==> config.mk <==
export PLATFORM = sky130hd
export DESIGN_NAME = countdown_timer
export DESIGN_NICKNAME = d
export VERILOG_FILES = /design/src/rtl/timer_pkg.sv /design/src/rtl/countdown_timer.sv
export SDC_FILE = /design/constraint.sdc
export NUM_CORES = 1
export LEC_CHECK = 0
export CORE_ASPECT_RATIO = 1.2
export CORE_MARGIN = 5
export CORE_UTILIZATION = 40
export CTS_CLUSTER_SIZE = 8
export DETAILED_ROUTE_END_ITERATION = 10
export PLACE_DENSITY = 0.71
export RECOVER_POWER = 100
export SYNTH_ARGS = -nofsm -noshare
export SYNTH_HDL_FRONTEND = slang
export SYNTH_SLANG_ARGS = --single-unit
export TNS_END_PERCENT = 20
==> constraint.sdc <==
create_clock -name CLK -period 1.65 [get_ports CLK]
set_input_delay 0.33 -clock CLK [delete_from_list [all_inputs] [get_ports CLK]]
set_output_delay 0.33 -clock CLK [all_outputs]
set_load 0.03 [all_outputs]
==> src/rtl/timer_pkg.sv <==
// Shared types for the loadable countdown timer: state encoding and default width.
package timer_pkg;

  localparam int TIMER_WIDTH = 4;

  // Encoding 2'd3 is unused and treated as IDLE everywhere.
  typedef enum logic [1:0] {
    ST_IDLE  = 2'd0,
    ST_RUN   = 2'd1,
    ST_PAUSE = 2'd2
  } timer_state_t;

endpackage

==> src/rtl/countdown_timer.sv <==
// Loadable down-counter: valid/ready load, enabled countdown to zero, one-cycle DONE
// pulse at terminal count, optional periodic auto-reload.
module countdown_timer
  import timer_pkg::*;
#(
  parameter int WIDTH = TIMER_WIDTH
) (
  input  logic             CLK,
  input  logic             CLR,
  input  logic             LOAD_VALID,
  output logic             LOAD_READY,
  input  logic [WIDTH-1:0] LOAD_VALUE,
  input  logic             AUTO_RELOAD,
  input  logic             EN,
  input  logic             ABORT,
  output logic [WIDTH-1:0] COUNT,
  output logic             BUSY,
  output logic             PAUSED,
  output logic             DONE
);

  localparam logic [WIDTH-1:0] ONE = {{(WIDTH-1){1'b0}}, 1'b1};

  timer_state_t     state;
  logic [WIDTH-1:0] count;
  logic [WIDTH-1:0] reload;
  logic             auto_mode;
  logic             done;

  always_ff @(posedge CLK or negedge CLR) begin
    if (!CLR) begin
      state     <= ST_IDLE;
      count     <= '0;
      reload    <= '0;
      auto_mode <= 1'b0;
      done      <= 1'b0;
    end else begin
      done <= 1'b0;
      case (state)
        ST_RUN, ST_PAUSE: begin
          if (ABORT) begin
            count <= '0;
            state <= ST_IDLE;
          end else if (!EN) begin
            state <= ST_PAUSE;
          end else if (count > ONE) begin
            count <= count - ONE;
            state <= ST_RUN;
          end else begin
            // Terminal edge: explicit 1->reload / 1->0 so the decrement never wraps.
            done <= 1'b1;
            if (auto_mode) begin
              count <= reload;
              state <= ST_RUN;
            end else begin
              count <= '0;
              state <= ST_IDLE;
            end
          end
        end
        default: begin
          // IDLE, and the illegal encoding which is steered back to IDLE.
          state <= ST_IDLE;
          if (LOAD_VALID) begin
            if (LOAD_VALUE != '0) begin
              count     <= LOAD_VALUE;
              reload    <= LOAD_VALUE;
              auto_mode <= AUTO_RELOAD;
              state     <= ST_RUN;
            end else begin
              done <= 1'b1;
            end
          end
        end
      endcase
    end
  end

  assign BUSY       = (state == ST_RUN) || (state == ST_PAUSE);
  assign PAUSED     = (state == ST_PAUSE);
  assign LOAD_READY = !BUSY;
  assign COUNT      = count;
  assign DONE       = done;

endmodule

# == Word level (Yosys, flattened, before mapping) ==
# Cells that the tools add are included.
# op_classes
n_reduce_logical,8
n_addsub,1
magnitude_cmp,1
muxes,20
bitwise_logic,1
eq_ne,3
# op_table
op,n
2-to-1 mux 4 bit,7
2-to-1 mux 1 bit,10
2-to-1 mux 2 bit,3
AND reduction 3 bit,2
"greater-than comparator 4 x 1 -> 1 bit, second input constant",1
nonzero test 2 bit,2
nonzero test 4 bit,1
"subtractor 4 x 1 -> 4 bit, second input constant",1
"!= test 3 bit, second input constant",1
"equality test 2 x 1 -> 1 bit, second input constant",1
"equality test 2 bit, second input constant",1
OR reduction 2 bit,1
logical NOT 1 bit,1
logical OR 1 bit,1
inverter 1 bit,1
# totals
output_inout_bits,8
regBits,12

# == Logic depth before layout (Yosys ltp) ==
# Gate-level depths: netlist of the first run.
# depth
depth_word,5
mapped_depth,7

# == Worst setup path after synthesis of the first run ==
# Ideal clock, no wire load.
# synth_timing
path_type,register to register
startpoint,register state[1]
endpoint,register auto_mode
required_time_ns,1.525
n_path_buf,1
setup_slack_ns,-0.168
path_stages_with_launch,6
t_arrival_ns,1.693
path_cell_list,dfrtp_1 -> ha_1 -> buf_4 -> nand2_1 -> nor2_1 -> mux2_2
# synth_between
elab_chain_len,4
elab_cells_between_ends,5
# synth_lines
element,line_no,source
start: declaration,countdown_timer.sv:24,timer_state_t state;
start signal: assignment,countdown_timer.sv:32,state <= ST_IDLE;
start signal: assignment,countdown_timer.sv:43,state <= ST_IDLE;
start signal: assignment,countdown_timer.sv:45,state <= ST_PAUSE;
equality test 2 bit / equality test 2 x 1 -> 1 bit (equally long branches),countdown_timer.sv:39,case (state)
OR reduction 2 bit *,countdown_timer.sv:39,
inverter 1 bit (no line) *,-,
AND reduction 3 bit (no line) *,-,
end signal: assignment,countdown_timer.sv:35,auto_mode <= 1'b0;
end signal: assignment,countdown_timer.sv:68,auto_mode <= AUTO_RELOAD;
end: declaration,countdown_timer.sv:27,logic auto_mode;
# Mark *: on every way between the ends. The rest lies on a longest branch, timed or not.
# A chain may end at the register's enable or synchronous reset.

# == Final worst setup path of the first run ==
# layout_timing
startpoint,"register count[2], in the netlist COUNT[2]"
endpoint,output port COUNT[2]
# layout_lines
element,line_no,source
start: declaration,countdown_timer.sv:25,logic [WIDTH-1:0] count;
start signal: assignment,countdown_timer.sv:47,count <= count - ONE;
start signal: assignment,countdown_timer.sv:53,count <= reload;
end: declaration,countdown_timer.sv:16,"output logic [WIDTH-1:0] COUNT,"
# No word-level cell between the ends.

==> results.toml, run 1 <==
[clock_network]
path_clk_slew_ps = 70
worstSkewPairLatency_ps = 270
numCtsBuffers = 3
cts_tree = "done"
holdBufCountCts = 0
clock-sinks = 12
htree_levels = 1
clock_path_buffers = 2
ctsRootBufferMaster = "clkbuf_4"

[critical_path]
worstPathRequired_ps = 1320
arrival_ps = 1280
r2r_cells = 4
crit_path_end = "COUNT[2]"
cp-end-kind = "primary output"
critPathMaxFanout = 2
start_kind = "flip-flop"
max_stage_delay_ps = 670
r2r-start = "state[1]$_DFF_PN0_"
r2r-end = "reload[1]$_DFFE_PN0P_"
critPathBufInv = 1
cp_num_cells = 1
crit_family = "buffers and inverters"
critPathKind = "flip-flop to primary output"
cpMaxStageDelayCell = "clkdlybuf4s50_1"
rrSetupSlack_ps = 120
critPathLaunch = "COUNT[2]$_DFFE_PN0P_"
worstPathCellList = "clkdlybuf4s50_1"

[placed_design]
gp_congestion = 0.818
port_buffers = 17
dp_hpwl_um = 1180

[layout]
fill_cells = 142
regArea_um2 = 302
multiInputGateArea_um2 = 360
diodes = 0
drive_gt1_share_pct = 30.8
layout_common_cells = "buf_4, dfrtp_1, nand2_1"
mostFrequentLayoutCell = "buf_4"
nets = 119
area_delta_synth_final_pct = 45.5

[routing]
vias = 646
drtIter0Drc = 27
avgViaCountPerCell = 5.30
drc_errors = 0
avgRoutedWirePerCell_um = 12.0
postRouteAntennaNets = 0
routed_wl_um = 1460
drt_pre_antenna_iters = 4

[global_routing]
track_usage_pct = 13.4
grt_pass1_vias = 606
grt_max_degree = 13
grt_antenna_before_repair = 0
grt_overflow = 0
grt_pass1_wl_um = 2440

[floorplanning]
coreArea_um2 = 1620
std_cell_rows = 16
start_util_pct = 41.4
die_h_um = 54.9
die_width_um = 47.4
ios = 18
die-area_um2 = 2600

[pwr]
power_density_nw_per_um2 = 1790
finalPower_mw = 1.74
power.leakage_nw = 0.438
ir_drop_uv = 718

[min_path]
worstHoldPathType = "input pin to async pin"

[logic_synthesis]
yosysWarnings = 0
yosys_register_bits = 12
synth_area_per_cell_um2 = 9.19
syn_nets = 86
yosysSeqAreaShare_pct = 44.8
syn_area_um2 = 671
synth_cell_types = 20
syn_inst = 73

[timing]
period_share_pct = 97.6
max_clock_freq_mhz = 621
slew_viol_final = 0
finalClockSkew_ps = 2.02
setup_viol = 0
fin_crit_ps = 1610
fin_hold_ws_ps = 476
worst_slew_pin_slew_ps = 538
slew_headroom_pct = 64.0
hold_viol = 0

[flow_run]
drv_cap = 0

[run_status]
outcome = "finished clean"
## state kept, by name, summed over array words and instances, names as in the netlist
| register | cells |
|---|---|
| reload | 4 |
| COUNT | 4 |
| auto_mode | 1 |
| DONE | 1 |
| state | 2 |
## cells in the mapped netlist
cell type / number / area [um2]
buf_4: 1 / 7.51
nand2b_1: 1 / 6.26
inv_1: 4 / 15.0
nor3_1: 3 / 15.0
nand2_1: 11 / 41.3
a32oi_1: 1 / 8.76
o21ai_0: 3 / 15.0
or3b_1: 1 / 8.76
o2111ai_1: 1 / 8.76
nand3_1: 2 / 10.0
a21oi_1: 4 / 20.0
a31oi_1: 3 / 18.8
dfrtp_1: 12 / 300
a22oi_1: 1 / 7.51
ha_1: 3 / 37.5
mux2_2: 5 / 56.3
or2_2: 3 / 18.8
nor4_4: 1 / 21.3
nor2_1: 11 / 41.3
o22ai_1: 2 / 12.5
## where the power goes
part / internal [mW] / switching [mW] / total, mW
combinational: 0.475 / 0.575 / 1.05
sequential: 0.425 / 0.0946 / 0.519
clock: 0.0845 / 0.0900 / 0.174
## final cells by class
cell class,instances,area share [%]
inverter,4,1.54
multi-input combinational,56,36.9
sequential,12,30.9
timing repair buffer,29,26.0
clock buffer,3,2.31
tap,18,2.31
## worst min path at each step
stage,cells after the start,start,slack (ps),end
global placement,1,reload[3]$_DFFE_PN0P_,490,reload[3]$_DFFE_PN0P_
finish,1,CLR,480,reload[3]$_DFFE_PN0P_
floorplan,0,CLR,30,COUNT[0]$_DFFE_PN0P_
global route,1,CLR,530,reload[3]$_DFFE_PN0P_
detailed placement,1,reload[0]$_DFFE_PN0P_,500,reload[0]$_DFFE_PN0P_
CTS,1,CLR,430,reload[0]$_DFFE_PN0P_
## metrics by stage
stage / utilization (%) / worst slack [ps] / instances / cell area (um2) / TNS (ps)
2_1_floorplan: - / -90.8 / 73 / 673 / -776
3_3_place_gp: 57.3 / -75.2 / 117 / 928 / -324
3_5_place_dp: 57.3 / -108 / 117 / 928 / -656
4_1_cts: 59.1 / 10.6 / 120 / 958 / 0
5_1_grt: 60.2 / -9.36 / 122 / 976 / -9.36
6_report: 60.2 / 40.3 / 122 / 976 / 0
## cells by family after synthesis
kind of cell / after synthesis / share of synthesized area, %
buffers and inverters: 5 / 3.36
and+or+nand+nor: 33 / 24.3
AOI/OAI and AO/OA: 15 / 13.6
muxes: 5 / 8.39
adders and majority gates: 3 / 5.60
DFF: 12 / 44.8
## what timing repair did
| action | in CTS | in global routing |
|---|---|---|
| gates cloned | 0 | 0 |
| gates resized for setup | 5 | 5 |
| setup endpoints to repair | 6 | 5 |
| setup buffers | 0 | 2 |
## per-layer routing
| layer | vias up | GRT usage (%) | share of wire [%] | wire length, um |
|---|---|---|---|---|
| met3 | 4 | 1.97 | 5.5 | 81 |
| met2 | 25 | 22.5 | 53 | 781 |
| met5 | - | 0 | 0 | 0 |
| met4 | 0 | 8.29 | 1.6 | 24 |
| met1 | 296 | 15.5 | 39 | 574 |
| li1 | 321 | - | - | - |
Note: power is estimated with default switching activity, not from simulation.
==> inputs of run 2 (changes only) <==
--- a/config.mk
+++ b/config.mk
@@ -5,12 +5,13 @@
 export SDC_FILE = /design/constraint.sdc
 export NUM_CORES = 1
 export LEC_CHECK = 0
+export ABC_AREA = 1
 export CORE_ASPECT_RATIO = 1.2
 export CORE_MARGIN = 5
 export CORE_UTILIZATION = 40
 export CTS_CLUSTER_SIZE = 8
 export DETAILED_ROUTE_END_ITERATION = 10
-export PLACE_DENSITY = 0.71
+export PLACE_DENSITY = 0.7
 export RECOVER_POWER = 100
 export SYNTH_ARGS = -nofsm -noshare
 export SYNTH_HDL_FRONTEND = slang
==> run 2 against run 1 <==
  * Combinational power about the same
  * Design area decreased by 1.0%
  * Register-to-register slack got worse by 60 ps
  * Maximum frequency increased by 0.21%
==> results.toml, run 2 <==
[logic_synthesis]
ys.flop_type = "dfrtp_1"
yosysSeqAreaShare_pct = 41.3
yosysWarnings = 0
syn_nets = 108
synth_area_leaders = "dfrtp_1, nand2_1, mux2_4, nor2_1, inv_1"
syn_inst = 95
synth_cell_types = 17
synth_area_per_cell_um2 = 7.65
synth_commonest_cells = "nand2_1, nor2_1, inv_1, dfrtp_1, nand3_1"
yosysTopAreaCellShare_pct = 41.3
yosys_register_bits = 12
synth.most_common_cell = "nand2_1"
synth-edff-count = 0
syn_area_um2 = 727
ys_async_sr_fraction_pct = 100
synth_top_area_cell = "dfrtp_1"

[timing]
setup_viol = 0
hold_viol = 0
finalClockSkew_ps = 4.29
period_share_pct = 97.4
fin_hold_ws_ps = 476
worst_slew_pin_slew_ps = 535
max_clock_freq_mhz = 623
slew_headroom_pct = 64.2
slew_viol_final = 0
rsz0062_at_grt = "true"
fin_crit_ps = 1610

[global_routing]
grt_pass1_vias = 701
grt_overflow = 0
track_usage_pct = 13.8
grt_max_degree = 13
grt_pass1_wl_um = 3040
grt_antenna_before_repair = 0

[pwr]
power_density_nw_per_um2 = 1830
ir_drop_uv = 743
power.leakage_nw = 0.523
finalPower_mw = 1.77

[layout]
nets = 135
mostFrequentLayoutCell = "nand2_1"
drive_gt1_share_pct = 17.5
area_delta_synth_final_pct = 32.9
layout_common_cells = "nand2_1, nor2_1, dfrtp_1, inv_1, clkdlybuf4s50_1"
design_area_um2 = 966
diodes = 0

[critical_path]
r2r-start = "state[1]$_DFF_PN0_"
critPathMaxFanout = 5
r2r_cells = 8
r2r-end = "COUNT[2]$_DFFE_PN0P_"
critPathLaunch = "state[1]$_DFF_PN0_"
arrival_ps = 1280
worstPathRequired_ps = 1320
rrSetupSlack_ps = 60
crit_path_end = "BUSY"
critPathKind = "flip-flop to primary output"
cp-end-kind = "primary output"
start_kind = "flip-flop"

[routing]
wl_met2_um = 955
vias = 710
avgRoutedWirePerCell_um = 12.6
maxUsedRoutingLayer = "met4"
wl_met1_um = 698
routed_wl_um = 1760
avgViaCountPerCell = 5.11
drc_errors = 0
postRouteAntennaNets = 0
drt_pre_antenna_iters = 4
met3WireLength_um = 78
drtIter0Drc = 29

[clock_network]
path_clk_slew_ps = 70
numCtsBuffers = 3
clock_path_buffers = 2
ctsRootBufferMaster = "clkbuf_4"
cts_setup_buffers = 0
cts_tree = "done"
worstSkewPairLatency_ps = 270
htree_levels = 1
clock-sinks = 12

[placed_design]
dp_hpwl_um = 1410
placed_area_um2 = 950
port_buffers = 17
gp_congestion = 0.861

[floorplanning]
die_h_um = 56.7
start_util_pct = 40.7
die-area_um2 = 2770
coreArea_um2 = 1790
die_width_um = 48.9
std_cell_rows = 17
ios = 18

[run_status]
outcome = "finished clean"

[min_path]
worstHoldPathType = "input pin to async pin"

[flow_run]
drv_cap = 0
[run 2: changes by cell type after synthesis, sizes merged, moves of 4 or more]
| cell | previous run | this run |
|---|---|---|
| inv | 4 | 13 |
| nand3 | 2 | 6 |
| nand2 | 11 | 28 |
| nor2 | 11 | 16 |
[run 2: report_power, final]
part / total (mW) / internal (mW) / switching [mW]
sequential: 0.525 / 0.420 / 0.105
combinational: 1.07 / 0.432 / 0.635
clock: 0.173 / 0.0844 / 0.0887
[run 2: layer usage]
| layer | GRT usage [%] | vias to the layer above |
|---|---|---|
| met2 | 23.9 | 17 |
| li1 | - | 350 |
| met5 | 0 | - |
| met4 | 5.77 | 0 |
| met1 | 15.8 | 339 |
| met3 | 3.71 | 4 |
[run 2: through the flow]
stage                     instances  utilization [%]  TNS (ps)  worst slack, ps
final                           139             54.1         0             43.6
after detailed placement        136             53.2     -50.9            -50.9
after global routing            139             54.1     -28.2            -26.1
after global placement          136             53.2         0             2.10
after floorplan                  95                -         0             22.0
after CTS                       139             54.1         0             10.1
[run 2: layout make-up]
class | count | area [um2]
Multi-Input combinational cell | 68 | 368
Tap cell | 19 | 23.8
Clock buffer | 3 | 22.5
Fill cell | 186 | 821
Inverter | 14 | 52.6
Timing Repair Buffer | 23 | 199
Sequential cell | 12 | 300
[run 2: timing repair]
| action | in CTS | in global routing |
|---|---|---|
| hold buffers | 0 | 0 |
| setup endpoints to repair | 4 | 3 |
| cloned | 0 | 0 |
| gates resized for setup | 4 | 3 |
[run 2: worst min path at each step]
| stage | start | to | slack [ps] | depth (start not counted) |
|---|---|---|---|---|
| detailed placement | reload[2]$_DFFE_PN0P_ | reload[2]$_DFFE_PN0P_ | 490 | 2 |
| global placement | reload[2]$_DFFE_PN0P_ | reload[2]$_DFFE_PN0P_ | 480 | 2 |
| floorplan | CLR | COUNT[0]$_DFFE_PN0P_ | 30 | 0 |
| global route | CLR | state[1]$_DFF_PN0_ | 530 | 1 |
| CTS | CLR | reload[2]$_DFFE_PN0P_ | 420 | 1 |
| finish | CLR | state[1]$_DFF_PN0_ | 480 | 1 |
[run 2: logic make-up after synthesis]
kind of cell	count (synthesis)	share of synthesized area, %
multiplexers	4	8.26
buffers and inverters	15	8.78
flip-flops	12	41.3
AND/OR/NAND/NOR	52	29.3
AO/OA/AOI/OAI	9	7.23
adder cells (fa/ha/maj)	3	5.16
[run 2: worst max-delay path: stages, from the launching register on]
cell and delay [ps]:
dfrtp_1 360, ha_1 390, inv_2 80, buf_4 170
